File: src/rtl/snes_port_reader_pkg.sv
// Shared definitions for the SNES serial port reader and its port-side emitter counterpart:
// FSM encoding, frame lengths, pad bit positions and the word-finishing helper.
package snes_port_reader_pkg;

    typedef enum logic [2:0] {
        ST_IDLE   = 3'd0,
        ST_LATCH  = 3'd1,
        ST_SPD_LO = 3'd2,
        ST_SPD_HI = 3'd3,
        ST_BIT_LO = 3'd4,
        ST_BIT_HI = 3'd5,
        ST_FIN    = 3'd6
    } state_t;

    localparam logic [5:0] BITS16 = 6'd16;
    localparam logic [5:0] BITS32 = 6'd32;

    localparam int PAD_B     = 15;
    localparam int PAD_Y     = 14;
    localparam int PAD_SEL   = 13;
    localparam int PAD_START = 12;
    localparam int PAD_UP    = 11;
    localparam int PAD_DOWN  = 10;
    localparam int PAD_LEFT  = 9;
    localparam int PAD_RIGHT = 8;
    localparam int PAD_A     = 7;
    localparam int PAD_X     = 6;
    localparam int PAD_L     = 5;
    localparam int PAD_R     = 4;

    // Pad frames only ever fill the low half; the mask keeps the upper half clean regardless.
    function automatic logic [31:0] finish_word(input logic [31:0] sh, input logic [5:0] nbits);
        return (nbits == BITS32) ? sh : {16'h0000, sh[15:0]};
    endfunction

endpackage

File: src/rtl/snes_port_reader_sync2.sv
// Two-flop synchroniser for the asynchronous controller data lines.
module snes_port_reader_sync2 #(
    parameter int WIDTH = 2
) (
    input  logic             CLK,
    input  logic             RESET,
    input  logic [WIDTH-1:0] d,
    output logic [WIDTH-1:0] q
);

    logic [WIDTH-1:0] d_p0;

    // Reset to the idle (released, pulled-high) level of the lines.
    always_ff @(posedge CLK or posedge RESET) begin
        if (RESET) begin
            d_p0 <= '1;
            q    <= '1;
        end else begin
            d_p0 <= d;
            q    <= d_p0;
        end
    end

endmodule

File: src/rtl/snes_port_reader.sv
// Console-side SNES controller port reader: drives LATCH/CLK, shifts in both data lines
// and publishes de-inverted 16-bit (pad) or 32-bit (mouse) words atomically.
module snes_port_reader
    import snes_port_reader_pkg::*;
#(
    parameter int CLK_DIV      = 6,
    parameter int LATCH_CYCLES = 12
) (
    input  logic        CLK,
    input  logic        RESET,
    input  logic        START,
    input  logic        MODE32,
    input  logic [1:0]  SPEED_CYC,
    input  logic [1:0]  PORT_DI,
    output logic        PORT_LATCH,
    output logic        PORT_CLK,
    output logic        BUSY,
    output logic        DONE,
    output logic [31:0] DATA0,
    output logic [31:0] DATA1
);

    localparam int CW = $clog2(CLK_DIV + LATCH_CYCLES);
    localparam logic [CW-1:0] LAT_LAST = CW'(LATCH_CYCLES - 1);
    localparam logic [CW-1:0] DIV_LAST = CW'(CLK_DIV - 1);

    state_t        state;
    logic [CW-1:0] cnt;
    logic [5:0]    bit_cnt;
    logic [5:0]    nbits;
    logic [1:0]    spd_left;
    logic [31:0]   sh0;
    logic [31:0]   sh1;
    logic [1:0]    di_s;

    snes_port_reader_sync2 #(.WIDTH(2)) u_sync (
        .CLK   (CLK),
        .RESET (RESET),
        .d     (PORT_DI),
        .q     (di_s)
    );

    always_ff @(posedge CLK or posedge RESET) begin
        if (RESET) begin
            state      <= ST_IDLE;
            cnt        <= '0;
            bit_cnt    <= '0;
            nbits      <= BITS16;
            spd_left   <= '0;
            sh0        <= '0;
            sh1        <= '0;
            PORT_LATCH <= 1'b0;
            PORT_CLK   <= 1'b1;
            BUSY       <= 1'b0;
            DONE       <= 1'b0;
            DATA0      <= '0;
            DATA1      <= '0;
        end else begin
            DONE <= 1'b0;
            cnt  <= cnt + 1'b1;
            case (state)
                ST_IDLE: begin
                    cnt <= '0;
                    if (START) begin
                        state      <= ST_LATCH;
                        nbits      <= MODE32 ? BITS32 : BITS16;
                        spd_left   <= SPEED_CYC;
                        bit_cnt    <= '0;
                        sh0        <= '0;
                        sh1        <= '0;
                        PORT_LATCH <= 1'b1;
                        PORT_CLK   <= 1'b1;
                        BUSY       <= 1'b1;
                    end
                end
                ST_LATCH: begin
                    if (cnt == LAT_LAST) begin
                        cnt      <= '0;
                        PORT_CLK <= 1'b0;
                        if (spd_left != 2'd0) begin
                            state <= ST_SPD_LO;
                        end else begin
                            state      <= ST_BIT_LO;
                            PORT_LATCH <= 1'b0;
                        end
                    end
                end
                // Speed-step pulses: clocked with latch still high, nothing sampled.
                ST_SPD_LO: begin
                    if (cnt == DIV_LAST) begin
                        cnt      <= '0;
                        PORT_CLK <= 1'b1;
                        spd_left <= spd_left - 2'd1;
                        state    <= ST_SPD_HI;
                    end
                end
                ST_SPD_HI: begin
                    if (cnt == DIV_LAST) begin
                        cnt      <= '0;
                        PORT_CLK <= 1'b0;
                        if (spd_left == 2'd0) begin
                            state      <= ST_BIT_LO;
                            PORT_LATCH <= 1'b0;
                        end else begin
                            state <= ST_SPD_LO;
                        end
                    end
                end
                // Sample at the end of the low phase, just before the rising edge advances the device.
                ST_BIT_LO: begin
                    if (cnt == DIV_LAST) begin
                        cnt      <= '0;
                        PORT_CLK <= 1'b1;
                        sh0      <= {sh0[30:0], ~di_s[0]};
                        sh1      <= {sh1[30:0], ~di_s[1]};
                        bit_cnt  <= bit_cnt + 6'd1;
                        state    <= ST_BIT_HI;
                    end
                end
                ST_BIT_HI: begin
                    if (cnt == DIV_LAST) begin
                        cnt <= '0;
                        if (bit_cnt == nbits) begin
                            state <= ST_FIN;
                            DATA0 <= finish_word(sh0, nbits);
                            DATA1 <= finish_word(sh1, nbits);
                            DONE  <= 1'b1;
                        end else begin
                            state    <= ST_BIT_LO;
                            PORT_CLK <= 1'b0;
                        end
                    end
                end
                ST_FIN: begin
                    cnt   <= '0;
                    BUSY  <= 1'b0;
                    state <= ST_IDLE;
                end
                default: begin
                    cnt   <= '0;
                    state <= ST_IDLE;
                end
            endcase
        end
    end

endmodule
File: config.mk
export PLATFORM = sky130hd
export DESIGN_NAME = snes_port_reader
export DESIGN_NICKNAME = d
export VERILOG_FILES = /design/src/rtl/snes_port_reader_pkg.sv /design/src/rtl/snes_port_reader_sync2.sv /design/src/rtl/snes_port_reader.sv
export SDC_FILE = /design/constraint.sdc
export NUM_CORES = 1
export LEC_CHECK = 0
export ABC_AREA = 1
export CORE_MARGIN = 2
export CORE_UTILIZATION = 55
export CTS_CLUSTER_DIAMETER = 200
export DETAILED_ROUTE_END_ITERATION = 10
export PLACE_DENSITY = 0.89
export SLEW_MARGIN = 40
export SYNTH_ARGS = -nofsm -noshare
export SYNTH_HDL_FRONTEND = slang
export SYNTH_HIERARCHICAL = 1
export SYNTH_SLANG_ARGS = --single-unit
File: constraint.sdc
create_clock -name CLK -period 7.4 [get_ports CLK]
set_input_delay 2.22 -clock CLK [delete_from_list [all_inputs] [get_ports CLK]]
set_output_delay 2.22 -clock CLK [all_outputs]
set_load 0.05 [all_outputs]
==> Word-level counts from Yosys, hierarchy flattened <==
Index checks and enable logic that the tools add are counted.
{ "totals": {"register_bits": 158, "latch_bits": 0, "mem_bits_rw": 0, "mem_bits_ro": 0, "inputBits": 8, "out_inout_bits": 68, "elab_cells": 101, "memories": 0} }
{ "classes": {"add_sub_neg": 3, "n_mul": 0, "div": 0, "magnitude_cmp": 0, "n_eq_ne": 20, "n_shift": 0, "muxes": 43, "n_bitwise": 2, "n_reduce_logical": 18} }
{ "op_table": {"columns": ["cell", "count"], "rows": [
  ["$mux 32", 5],
  ["$pmux 32 s2", 2],
  ["$mux 3", 8],
  ["$mux 6", 3],
  ["$ne 2x2->1 const B", 9],
  ["$pmux 3 s6", 1],
  ["$mux 1", 13],
  ["$pmux 6 s2", 1],
  ["$reduce_and 6->1", 2],
  ["$mux 5", 2],
  ["$pmux 5 s2", 1],
  ["$eq 3x3->1 const B", 3],
  ["$reduce_and 3->1", 3],
  ["$reduce_bool 2->1", 4],
  ["$reduce_and 7->1", 1],
  ["$add 6x1->6 const B", 1],
  ["$eq 3x2->1 const B", 2],
  ["$eq 6x6->1", 1],
  ["$eq 6x6->1 const B", 1],
  ["$mux 2", 3],
  ["$add 5x1->5 const B", 1],
  ["$eq 5x3->1 const B", 1],
  ["$eq 5x4->1 const B", 1],
  ["$pmux 1 s5", 1],
  ["other kinds (14)", 16]
]} }

==> Logic depth before layout (Yosys ltp) <==
{ "depth": {"word_depth": 4, "ltp_mapped": 11, "mapped_depth_nobuf": 11} }

==> Cells and area by module <==
Netlist, hierarchy kept.
{ "modules_own_cells": {"columns": ["module", "n_inst", "cells_per_inst", "area_each_um2", "seq_area_each_um2"], "rows": [
  ["snes_port_reader", 1, 647, 6637.6, 3756.1],
  ["snes_port_reader_sync2", 1, 5, 108.9, 105.1]
]} }

==> Worst setup path after synthesis <==
OpenSTA, ideal clock, no wires.
{ "synth_timing": {"path_type": "input port to flip-flop", "start": "input START", "end": "register sh0[19]", "setup_ps": 133, "arrival_time_ps": 2829, "path_slack_ps": 4438, "cell_stages": 6, "cell_sequence": "inv_1 nor2_1 inv_2 nand2_2 buf_2 o22ai_1"} }
{ "synth_between": {"elab_chain_len": 2} }
{ "synth_rtl": {"columns": ["item", "line_no", "source"], "rows": [
  ["start, declared", "snes_port_reader.sv:11", "input logic START,"],
  ["$ne 2x2->1 (no source line)", null, null],
  ["$reduce_and 3->1 (no source line)", null, null],
  ["end signal, assigned", "snes_port_reader.sv:114", "sh0 <= {sh0[30:0], ~di_s[0]};"],
  ["end, declared", "snes_port_reader.sv:32", "logic [31:0] sh0;"]
]} }
No other way between the ends.
A chain may end at the register's enable or synchronous reset.

==> Worst setup path after layout <==
{ "layout_timing": {"start": "register PORT_CLK", "end": "output PORT_CLK"} }
{ "layout_lines": {"columns": ["item", "line_no", "source"], "rows": [
  ["start, declared", "snes_port_reader.sv:16", "output logic PORT_CLK,"],
  ["start signal, assigned", "snes_port_reader.sv:53", "PORT_CLK <= 1'b1;"],
  ["start signal, assigned", "snes_port_reader.sv:72", "PORT_CLK <= 1'b1;"],
  ["start signal, assigned", "snes_port_reader.sv:79", "PORT_CLK <= 1'b0;"]
]} }
No word-level cell between the ends.

==> metrics.cfg <==
[cells_and_area]
fill_cells=925
syn_to_final_growth_pct=19.0
drive_above_1_share_pct=19.6
nNetsFinal=732
antenna_cells=0
fin_util_pct=66.9

[setup_path]
cp-end-kind=output pin
crit_slowest_cell=clkdlybuf4s50_1
crit_arrival_ns=1.74
start_kind=register
crit_fanout=2
critPathMaxStageDelay_ns=0.79
criticalPathCategory=register to output pin
path_delay_family=buffers and inverters
worstPathCellList=clkdlybuf4s50_1
ff2ff_setup_slack_ns=4.80
worst-path-buf-inv=1
ff2ff_path_depth=12
crit-reg2reg-launch=cnt[1]
crit_required_ns=5.18
rr_endpoint=sh0[31]

[synthesis]
ys_top_cells_by_count=dfrtp_1 (148), inv_1 (119), nand2_1 (108), o22ai_1 (62)
synth_top_area_share_pct=54.9
synth_ff_type=dfrtp_1
synth_area_leaders=dfrtp_1 (55%), inv_1 (6.6%), nand2_1 (6.0%), o22ai_1 (5.7%), a21oi_2 (4.2%)
ys_seq_area_share_pct=57.2
async_reset_ff_share_pct=100
synth.most_common_cell=dfrtp_1
synth_cell_types=32
avgSynthCellArea_um2=10.3
synth_cells=652
synth_fp_nets=665
netlist.top_cell.by_area=dfrtp_1
ys_warn_count=6
ys_ff_latch=154
synth_edf_count=0
synth_area_mm2=0.00675

[sta]
fin_ws_ns=3.44
skew_ns=0.0172
period_share_pct=53.6
fin_tns_setup_ns=0
setup_viol=0
max_clock_freq_ghz=0.252
rsz0062_at_grt=no
tightest_slew_ns=0.742
slew_headroom_pct=50.5
whs_ns=0.359
drv_slew=0
period_needed_ns=3.96
hold_violations=0

[die]
die_area_mm2=0.0132
die_h_um=115
start_util_pct=56.2
pin_count=76
die_w_um=115
core_area_mm2=0.0120
rows=40

[cts]
cts_inserted_buffers=17
root_buffer=clkbuf_16
clk_latency_ns=0.43
clk_pin_slew_ns=0.06
cts_num_sinks=154
holdBufCountCts=0
cts_setup_buffers=0
htreeDepth=4
cts_max_path_buffers=2
cts_resized=0
cts_tree=yes

[power_and_ir_drop]
leakagePower_nw=3.56
ir_drop_mv=0.183
power_mw=2.17
power_density_mw_per_mm2=270

[detailed_routing]
num_vias=4523
drc=0
first_iter_violations=335
viasPerCell=5.15
wl_per_cell_um=14.3
antenna_left=0
first_pass_iters=5
totalWireLength_mm=12.6

[global_routing]
grt_overflow_total=0
grt_pass1_wl_mm=21.3
antenna_found_initial=0
grt_max_degree=95
track_usage_pct=20.5
grt_pass1_vias=4606

[flow_run]
maxCapViolCount=0

[placed_design]
pre_cts_slack_ns=3.24
dp_hpwl_mm=8.03
place.gp.congestion=0.811
portBuffers=75

[worst_hold_path]
min_path_cells=0
whs_endpoint=u_sync/q[0]
min_from=u_sync/d_p0[0]
hp-class=register to register

[status]
status=finished, final reports clean

==> worst max-delay path by stage <==
stage	end	cells after the start	start	slack, ns
after detailed placement	sh0[31]	9	START	3.24
after CTS	PORT_CLK	1	PORT_CLK	3.41
final	PORT_CLK	1	PORT_CLK	3.44
after global routing	PORT_CLK	1	PORT_CLK	3.41
after floorplan	BUSY	1	RESET	1.15
after global placement	sh1[31]	9	START	3.29
==> worst reg2reg max path: cells and delay by family, from the launching register on <==
kind | cells | cell delay (ns)
flip-flops | 1 | 0.39
AND/OR/NAND/NOR | 5 | 0.82
buffers and inverters | 5 | 1.03
adder cells (fa/ha/maj) | 1 | 0.15
AO/OA/AOI/OAI | 1 | 0.07
==> area by class of cell <==
class | count | area, µm² | share of cell area [%]
well taps | 147 | 184 | 2.29
clock buffers | 22 | 474 | 5.91
repair buffers | 79 | 800 | 9.96
flip-flops and latches | 154 | 3860 | 48.1
clock inverters | 9 | 114 | 1.42
multi-input cells | 343 | 2120 | 26.5
inverters | 124 | 473 | 5.89
==> state kept, by name, summed over array words and instances (netlist names) <==
signal / flops
BUSY: 1
state: 3
bit_cnt: 6
DONE: 1
cnt: 5
DATA1: 32
spd_left: 2
DATA0: 32
PORT_LATCH: 1
PORT_CLK: 1
sh1: 32
sh0: 32
u_sync/q: 2
nbits: 2
u_sync/d_p0: 2
==> report_power, final <==
| part | total [mW] | internal (mW) | switching (mW) |
|---|---|---|---|
| combinational | 0.381 | 0.111 | 0.270 |
| sequential | 0.927 | 0.888 | 0.0386 |
| clock | 0.862 | 0.523 | 0.338 |
| total | 2.17 | 1.52 | 0.647 |
==> metrics by stage <==
stage	instances	cell area, µm²
3_5_place_dp	846	7420
3_3_place_gp	846	7400
4_1_cts	877	8010
5_1_grt	878	8030
6_report	878	8030
2_1_floorplan	652	6750
==> cell families (layout without fill, tap and decap cells) <==
| kind of cell | count (synthesis) | count (layout) | synth area share [%] |
|---|---|---|---|
| and+or+nand+nor | 185 | 185 | 13.9 |
| DFF | 154 | 154 | 57.2 |
| AOI/OAI and AO/OA | 147 | 147 | 15.7 |
| adders and majority gates | 5 | 5 | 0.927 |
| buffers and inverters | 155 | 234 | 11.5 |
| xor gates and xnor gates | 6 | 6 | 0.779 |
==> per-layer routing <==
layer,vias to the layer above,part of all wire [%],track usage [%]
met2,102,51,33.6
met4,0,1.2,7.87
met1,2202,44,26.4
li1,2206,-,-
met3,13,4.2,5.48
met5,-,0,0
==> cell usage in the layout, fill, tap and decap left out, types with 6 or more instances in the layout <==
| cell type | netlist | layout |
|---|---|---|
| clkdlybuf4s50_1 | 0 | 75 |
| inv_1 | 119 | 118 |
| nand2_1 | 108 | 108 |
| dfrtp_1 | 148 | 148 |
| a21oi_2 | 32 | 32 |
| clkbuf_16 | 0 | 17 |
| dfstp_2 | 6 | 6 |
| o21ai_0 | 15 | 15 |
| o22ai_1 | 62 | 62 |
| nand3_1 | 13 | 13 |
| nor2_1 | 25 | 24 |
| o21ai_2 | 32 | 32 |
| nor2_4 | 23 | 24 |
(Power assumes the default switching activity.)
